## config.mk

```make
export PLATFORM = sky130hd
export DESIGN_NAME = mem_port_arbiter
export DESIGN_NICKNAME = d
export VERILOG_FILES = /design/src/rtl/mem_port_arbiter_pkg.sv /design/src/rtl/mem_port_arbiter_starve_counter.sv /design/src/rtl/mem_port_arbiter.sv
export SDC_FILE = /design/constraint.sdc
export NUM_CORES = 1
export LEC_CHECK = 0
export ABC_CLOCK_PERIOD_IN_PS = 2800
export CAP_MARGIN = 20
export CORE_AREA = 5 5 113 115
export DETAILED_ROUTE_END_ITERATION = 10
export DIE_AREA = 0 0 118 120
export PLACE_DENSITY_LB_ADDON = 0.25
export SETUP_SLACK_MARGIN = 0.1
export SYNTH_ARGS = -nofsm -noshare
export SYNTH_HDL_FRONTEND = slang
export SYNTH_HIERARCHICAL = 1
export SYNTH_SLANG_ARGS = --single-unit
```

## constraint.sdc

```tcl
create_clock -name clk -period 2.8 [get_ports clk]
set_clock_uncertainty 0.1 [all_clocks]
set_input_delay 0.84 -clock clk [delete_from_list [all_inputs] [get_ports clk]]
set_output_delay 0.84 -clock clk [all_outputs]
set_load 0.01 [all_outputs]
```

## src/rtl/mem_port_arbiter_pkg.sv

```systemverilog
// ---------------------------------------------------------------------------
// mem_port_arbiter_pkg
// Shared FSM state and owner encodings for the memory port arbiter.
// Revision: 1.0
// ---------------------------------------------------------------------------
`default_nettype none

package mem_port_arbiter_pkg;

  typedef enum logic [1:0] {
    ST_IDLE = 2'd0,
    ST_REQ  = 2'd1,
    ST_RESP = 2'd2
  } arb_state_e;

  typedef logic arb_owner_t;

  localparam arb_owner_t OWN_FETCH = 1'b0;
  localparam arb_owner_t OWN_DATA  = 1'b1;

endpackage

`default_nettype wire

```

## src/rtl/mem_port_arbiter_starve_counter.sv

```systemverilog
// ---------------------------------------------------------------------------
// arb_starve_counter
// Saturating count of data grants taken while fetch was waiting.
// Revision: 1.0
// ---------------------------------------------------------------------------
`default_nettype none

module arb_starve_counter #(
  parameter int STARVE_MAX = 4
) (
  input  logic clk,
  input  logic rst,
  input  logic inc_i,
  input  logic clr_i,
  output logic at_max_o
);

  localparam int            CW    = $clog2(STARVE_MAX + 1);
  localparam logic [CW-1:0] MAX_C = CW'(STARVE_MAX);

  logic [CW-1:0] count_q;
  logic [CW-1:0] count_d;

  always_comb begin
    count_d = count_q;
    if (clr_i) begin
      count_d = '0;
    end else if (inc_i && (count_q != MAX_C)) begin
      count_d = count_q + CW'(1);
    end
  end

  always_ff @(posedge clk or negedge rst) begin
    if (!rst) begin
      count_q <= '0;
    end else begin
      count_q <= count_d;
    end
  end

  assign at_max_o = (count_q == MAX_C);

endmodule

`default_nettype wire

```

## src/rtl/mem_port_arbiter.sv

```systemverilog
// ---------------------------------------------------------------------------
// mem_port_arbiter
// Single-outstanding arbiter sharing one memory port between fetch and data.
// Revision: 1.0
// ---------------------------------------------------------------------------
`default_nettype none

module mem_port_arbiter
  import mem_port_arbiter_pkg::*;
#(
  parameter int AW         = 32,
  parameter int DW         = 32,
  parameter int STARVE_MAX = 4
) (
  input  logic            clk,
  input  logic            rst,
  input  logic            fetch_req_i,
  input  logic [AW-1:0]   fetch_addr_i,
  input  logic            fetch_kill_i,
  output logic            fetch_rvalid_o,
  output logic [DW-1:0]   fetch_rdata_o,
  output logic            fetch_stall_o,
  input  logic            data_req_i,
  input  logic            data_we_i,
  input  logic [DW/8-1:0] data_be_i,
  input  logic [AW-1:0]   data_addr_i,
  input  logic [DW-1:0]   data_wdata_i,
  output logic            data_rvalid_o,
  output logic [DW-1:0]   data_rdata_o,
  output logic            data_stall_o,
  output logic            mem_req_o,
  output logic            mem_we_o,
  output logic [DW/8-1:0] mem_be_o,
  output logic [AW-1:0]   mem_addr_o,
  output logic [DW-1:0]   mem_wdata_o,
  input  logic            mem_gnt_i,
  input  logic            mem_rvalid_i,
  input  logic [DW-1:0]   mem_rdata_i
);

  arb_state_e      state_q,  state_d;
  arb_owner_t      owner_q,  owner_d;
  logic            killed_q, killed_d;
  logic [AW-1:0]   addr_q,   addr_d;
  logic            we_q,     we_d;
  logic [DW/8-1:0] be_q,     be_d;
  logic [DW-1:0]   wdata_q,  wdata_d;

  logic fetch_ok;
  logic accept_fetch;
  logic accept_data;
  logic starve_at_max;
  logic starve_clr;
  logic kill_owned;

  // A redirect in the same cycle removes fetch from arbitration entirely.
  assign fetch_ok   = fetch_req_i & ~fetch_kill_i;
  assign kill_owned = fetch_kill_i & (owner_q == OWN_FETCH);

  always_comb begin
    state_d      = state_q;
    owner_d      = owner_q;
    killed_d     = killed_q;
    addr_d       = addr_q;
    we_d         = we_q;
    be_d         = be_q;
    wdata_d      = wdata_q;
    accept_fetch = 1'b0;
    accept_data  = 1'b0;

    case (state_q)
      ST_IDLE: begin
        killed_d = 1'b0;
        if (data_req_i && !(fetch_ok && starve_at_max)) begin
          accept_data = 1'b1;
          state_d     = ST_REQ;
          owner_d     = OWN_DATA;
          addr_d      = data_addr_i;
          we_d        = data_we_i;
          be_d        = data_be_i;
          wdata_d     = data_wdata_i;
        end else if (fetch_ok) begin
          accept_fetch = 1'b1;
          state_d      = ST_REQ;
          owner_d      = OWN_FETCH;
          addr_d       = fetch_addr_i;
          we_d         = 1'b0;
          be_d         = '1;
          wdata_d      = '0;
        end
      end
      ST_REQ: begin
        if (kill_owned) begin
          killed_d = 1'b1;
        end
        if (mem_gnt_i) begin
          state_d = ST_RESP;
        end
      end
      ST_RESP: begin
        if (mem_rvalid_i) begin
          state_d  = ST_IDLE;
          killed_d = 1'b0;
        end else if (kill_owned) begin
          killed_d = 1'b1;
        end
      end
      default: begin
        state_d = ST_IDLE;
      end
    endcase
  end

  always_ff @(posedge clk or negedge rst) begin
    if (!rst) begin
      state_q  <= ST_IDLE;
      owner_q  <= OWN_FETCH;
      killed_q <= 1'b0;
      addr_q   <= '0;
      we_q     <= 1'b0;
      be_q     <= '0;
      wdata_q  <= '0;
    end else begin
      state_q  <= state_d;
      owner_q  <= owner_d;
      killed_q <= killed_d;
      addr_q   <= addr_d;
      we_q     <= we_d;
      be_q     <= be_d;
      wdata_q  <= wdata_d;
    end
  end

  assign starve_clr = accept_fetch | ((state_q == ST_IDLE) & ~fetch_req_i);

  arb_starve_counter #(
    .STARVE_MAX (STARVE_MAX)
  ) u_starve (
    .clk      (clk),
    .rst      (rst),
    .inc_i    (accept_data & fetch_req_i),
    .clr_i    (starve_clr),
    .at_max_o (starve_at_max)
  );

  assign mem_req_o   = (state_q == ST_REQ);
  assign mem_we_o    = we_q;
  assign mem_be_o    = be_q;
  assign mem_addr_o  = addr_q;
  assign mem_wdata_o = wdata_q;

  // A kill arriving with the response itself must also suppress it.
  assign fetch_rvalid_o = (state_q == ST_RESP) & (owner_q == OWN_FETCH) & mem_rvalid_i
                          & ~killed_q & ~fetch_kill_i;
  assign data_rvalid_o  = (state_q == ST_RESP) & (owner_q == OWN_DATA) & mem_rvalid_i;
  assign fetch_rdata_o  = mem_rdata_i;
  assign data_rdata_o   = mem_rdata_i;

  assign fetch_stall_o = fetch_req_i & ~fetch_rvalid_o;
  assign data_stall_o  = data_req_i & ~data_rvalid_o;

endmodule

`default_nettype wire

```

After elaboration in Yosys (flattened, before gate mapping)
Index checks and enable logic that the tools add are counted.
- register bits after elaboration: 76
- output and inout bits: 138
- word-level logic and storage cells: 69
- add/subtract/negate cells: 1
- eq/ne operators: 7
- multiplexer cells: 24
- bitwise logic cells: 19
- reduce and logical (&&, ||, !) cells: 10
- operator list (operator ; number):
    two-way mux 32 bit ; 4
    bitwise AND 1 bit ; 12
    two-way mux 1 bit ; 10
    two-way mux 2 bit ; 4
    two-way mux 4 bit ; 2
    two-way mux 3 bit ; 2
    != test 3 bit (second input constant) ; 2
    NOT 1 bit ; 6
    one-hot mux 2 bit (3 select lines) ; 1
    nonzero test 2 bit ; 2
    adder 3 x 1 -> 3 bit (second input constant) ; 1
    equality test 3 bit (second input constant) ; 1
    logical AND 1 bit ; 3
    one-hot mux 1 bit (3 select lines) ; 1
    AND reduction 3 bit ; 1
    nonzero test 3 bit ; 1
    equality test 2 x 1 -> 1 bit (second input constant) ; 1
    equality test 2 bit (second input constant) ; 1
    zero test 2 bit ; 1
    != test 2 x 1 -> 1 bit (second input constant) ; 1
    != test 2 bit (second input constant) ; 1
    AND reduction 2 bit ; 1
    zero test 1 bit ; 1
    OR 1 bit ; 1

Depth between registers and ports, before layout
- depth in word-level cells: 11
- gate-level depth with buffers: 10

Cells and area by module
Netlist, hierarchy kept.
- modules (own cells, without submodules) (module ; instances ; cells an instance ; area an instance (um^2) ; sequential area each (um^2)):
    mem_port_arbiter ; 1 ; 374 ; 4015.1 ; 1826.8
    arb_starve_counter ; 1 ; 18 ; 197.7 ; 75.1

Worst setup path before layout
Ideal clock, no wire load.
- path type: in2out
- start point: input port fetch_kill_i
- end point: output port fetch_stall_o
- arrival: 1.518 ns
- required time: 1.860 ns
- path slack: 0.342 ns
- stages: 2
- path through: nor4_1 nor2b_1
- word-level cells in the longest chain between the ends: 4
- RTL lines (element ; RTL line ; source):
    from (decl) ; mem_port_arbiter.sv:19 ; input logic fetch_kill_i,
    NOT 1 bit ; mem_port_arbiter.sv:154 ; & ~killed_q & ~fetch_kill_i;
    bitwise AND 1 bit ; mem_port_arbiter.sv:154 ;
    NOT 1 bit ; mem_port_arbiter.sv:159 ; assign fetch_stall_o = fetch_req_i & ~fetch_rvalid_o;
    bitwise AND 1 bit ; mem_port_arbiter.sv:159 ;
    to (decl) ; mem_port_arbiter.sv:22 ; output logic fetch_stall_o,
Every way passes these cells.

Worst setup path after layout
- start point: input port fetch_req_i
- end point: output port fetch_stall_o
- word-level cells in the longest chain between the ends: 1
- RTL lines (element ; RTL line ; source):
    from (decl) ; mem_port_arbiter.sv:17 ; input logic fetch_req_i,
    bitwise AND 1 bit ; mem_port_arbiter.sv:159 ;
Every way passes these cells.

==> qor.csv <==
stage;metric;value;unit
grt;GRT overflow;0;
clock_tree;CTS Sinks;76;
logic_synthesis;Async SR Flop Fraction;100.0;%
logic_synthesis;Synth Instances;392;
logic_synthesis;Syn Nets;538;
clock_tree;Clock Path Buffers;2;
critical_path;WP data required;1.86;ns
timing;worst-margin pin slew;0.7657;ns
power;Peak VDD IR;0.4679;mV
grt;vias in the first global route;3780;
logic_synthesis;top cells by area, synth;dfrtp_1 (45%), buf_4 (12%), a22o_1 (6.9%);
timing;min Tclk post-route;2.643;ns
logic_synthesis;area leader, netlist;dfrtp_1;
placed_design;worst slack at placement;-0.4178;ns
timing;Final Cycle Share;94.38;%
drt;antenna-violating nets left;0;
critical_path;r2r startpoint;u_starve/count_q[0];
drt;Post-route DRC;0;
clock_tree;CTS tree;done;
floorplanning;die width;118;um
critical_path;Critical path origin;fetch_req_i;
logic_synthesis;EDFF count, synth;0;
critical_path;worst setup path class;in -> out;
layout;nets;644;
timing;fmax;378.4;MHz
placed_design;hpwl dp;8863;um
critical_path;R2R cell count;8;
timing;Final Slew Violations;0;
placed_design;I/O Buffers;181;
clock_tree;# H-tree levels;3;
grt;first-pass GRT wire length;20020;um
timing;setup ws final;0.1573;ns
grt;GRT Total Usage;17.51;%
grt;largest net degree at the start of global routing;81;
logic_synthesis;Post-Syn Area per Cell;10.75;um2
critical_path;Startpoint Class;input port;
power;pwr/cell area;983.5;nW/um2
critical_path;CP endpoint kind;output port;
logic_synthesis;sequential area share after synthesis;45.14;%
logic_synthesis;post-synth top area share;45.14;%
flow_run;Max-Cap Viols;0;
drt;Detailed Route WL;12540;um
timing;Fin. Hold Viols;0;
timing;Min Hold Slack;0.3512;ns
layout;layout cell share with drive strength beyond 1;12.13;%
grt;initial antenna violation count;0;
drt;routed len/inst;19.29;um
layout;# fillers;1090;
logic_synthesis;Post-synth top cells;dfrtp_1 (76), buf_4 (70), a22o_1 (33), nand2_1 (33);
placed_design;gp weighted congestion;0.7928;
clock_tree;root buf cell;clkbuf_16;
status;status;finished, final reports clean;
layout;ANT cells;0;
critical_path;crit path DAT;1.70;ns
floorplanning;Die Ht;120;um
power;Leak;2.442;nW
drt;DRT iter0 DRCs;129;
timing;RSZ-0062 raised after global routing;false;
floorplanning;Initial Util;35.97;%
floorplanning;CORE AREA;11710;um2
logic_synthesis;post-synthesis instance area;4213;um2
floorplanning;Die ar.;14160;um2
drt;1st-pass router iterations;4;
clock_tree;Setup Fix Bufs, Post-CTS;0;
drt;vias per cell;5.394;
timing;Relative slew margins;48.95;%
critical_path;critical path peak fanout;2;
logic_synthesis;Yosys warnings;6;
logic_synthesis;Synth Flop Type;dfrtp_1;
clock_tree;Post-CTS Hold Buffers;0;
logic_synthesis;number of distinct library cells after synthesis;40;
drt;vias;3506;
clock_tree;Clk Latency, worst-skew pair;0.33;ns
floorplanning;# IOs;278;
logic_synthesis;flops & latches, synth;76;
clock_tree;CTS Buf Count;9;
timing;final setup fails;0;
min_path;Worst Hold Class;in -> async;
floorplanning;row cnt;40;
logic_synthesis;count leader, synth;dfrtp_1;
layout;Syn-to-layout area delta;41.10;%
clock_tree;clock-pin transition on the worst setup and hold timing paths;0.06;ns
timing;setup TNS;0;ns
[cells in the final DEF, fill, tap and decap left out, types with 2 or more instances in the layout]
cell / instances
clkdlybuf4s50_1: 173
dfrtp_1: 76
nand2_1: 33
a22o_1: 33
o21ai_0: 22
a2bb2oi_1: 22
o221a_2: 17
o22a_1: 14
buf_4: 12
a21boi_0: 10
o221ai_1: 10
clkbuf_16: 9
inv_1: 6
ha_1: 6
a21oi_1: 5
o221a_1: 5
nand2b_1: 4
clkinvlp_4: 4
dlygate4sd2_1: 4
nor2_1: 3
buf_12: 3
nor2b_1: 2
inv_2: 2
a21o_1: 2
and2_1: 2
[power by group]
part,leakage [nW],switching (mW),internal (mW)
sequential,0.909,0.307,1.61
clock,0.124,0.480,0.602
combinational,1.41,1.17,1.67
[flip-flops by register name, summed over array words and instances (netlist names)]
| register | count |
|---|---|
| killed_q | 1 |
| state_q | 2 |
| mem_addr_o | 32 |
| mem_be_o | 4 |
| mem_we_o | 1 |
| u_starve/count_q | 3 |
| mem_wdata_o | 32 |
| owner_q | 1 |
[worst max-delay path, cell delays in order]
cell	delay [ns]
clkdlybuf4s50_1	0.50
nor2b_1	0.13
clkdlybuf4s15_2	0.22
[stage by stage]
| stage | std cells | util, % | cell area [um2] | total power, mW |
|---|---|---|---|---|
| floorplan | 392 | - | 4213 | 3.432 |
| global placement | 634 | 48.37 | 5664 | 4.767 |
| detailed placement | 634 | 48.37 | 5664 | 4.813 |
| CTS | 650 | 50.76 | 5944 | 5.936 |
| global route | 650 | 50.76 | 5944 | 6.223 |
| finish | 650 | 50.76 | 5944 | 5.846 |
[routing by layer]
metal,routed length [um],global-route usage (%)
met1,4861,19.81
met2,6196,28.50
met3,1019,7.022
met4,461,9.032
met5,0,0
[area by class of cell]
class / count / area, um2 / share of cell area, %
flip-flops and latches: 76 / 1902 / 31.99
clock buffers: 9 / 225.2 / 3.789
repair buffers: 195 / 1943 / 32.69
inverters: 8 / 30.03 / 0.5052
multi-input cells: 208 / 1608 / 27.05
clock inverters: 7 / 52.55 / 0.8840
well taps: 147 / 183.9 / 3.094
[final timing paths]
kind                            slack, ns             endpoint
worst max-delay path                 0.16        fetch_stall_o
worst min-delay path                 0.35          mem_be_o[1]
worst max register to register       0.62  u_starve/count_q[0]
worst min register to register       0.40      mem_wdata_o[15]
max in group asynchronous            1.67        mem_addr_o[6]
min in group clk                     0.40      mem_wdata_o[15]
[logic make-up after synthesis]
kind of cell | Yosys count | share of synthesized area [%]
AOI/OAI and AO/OA | 147 | 29.22
adders and majority gates | 6 | 1.782
buffers and inverters | 108 | 17.05
DFF | 76 | 45.14
muxes | 2 | 0.5939
and+or+nand+nor | 53 | 6.208
[timing repair]
action / 4_1_cts / 5_1_grt
setup endpoints to repair: 4 / 2
pin swaps: 1 / 1
resized for setup: 10 / 0
hold endpoints to repair: 0 / 0
Note: power is estimated with default switching activity, not from simulation.
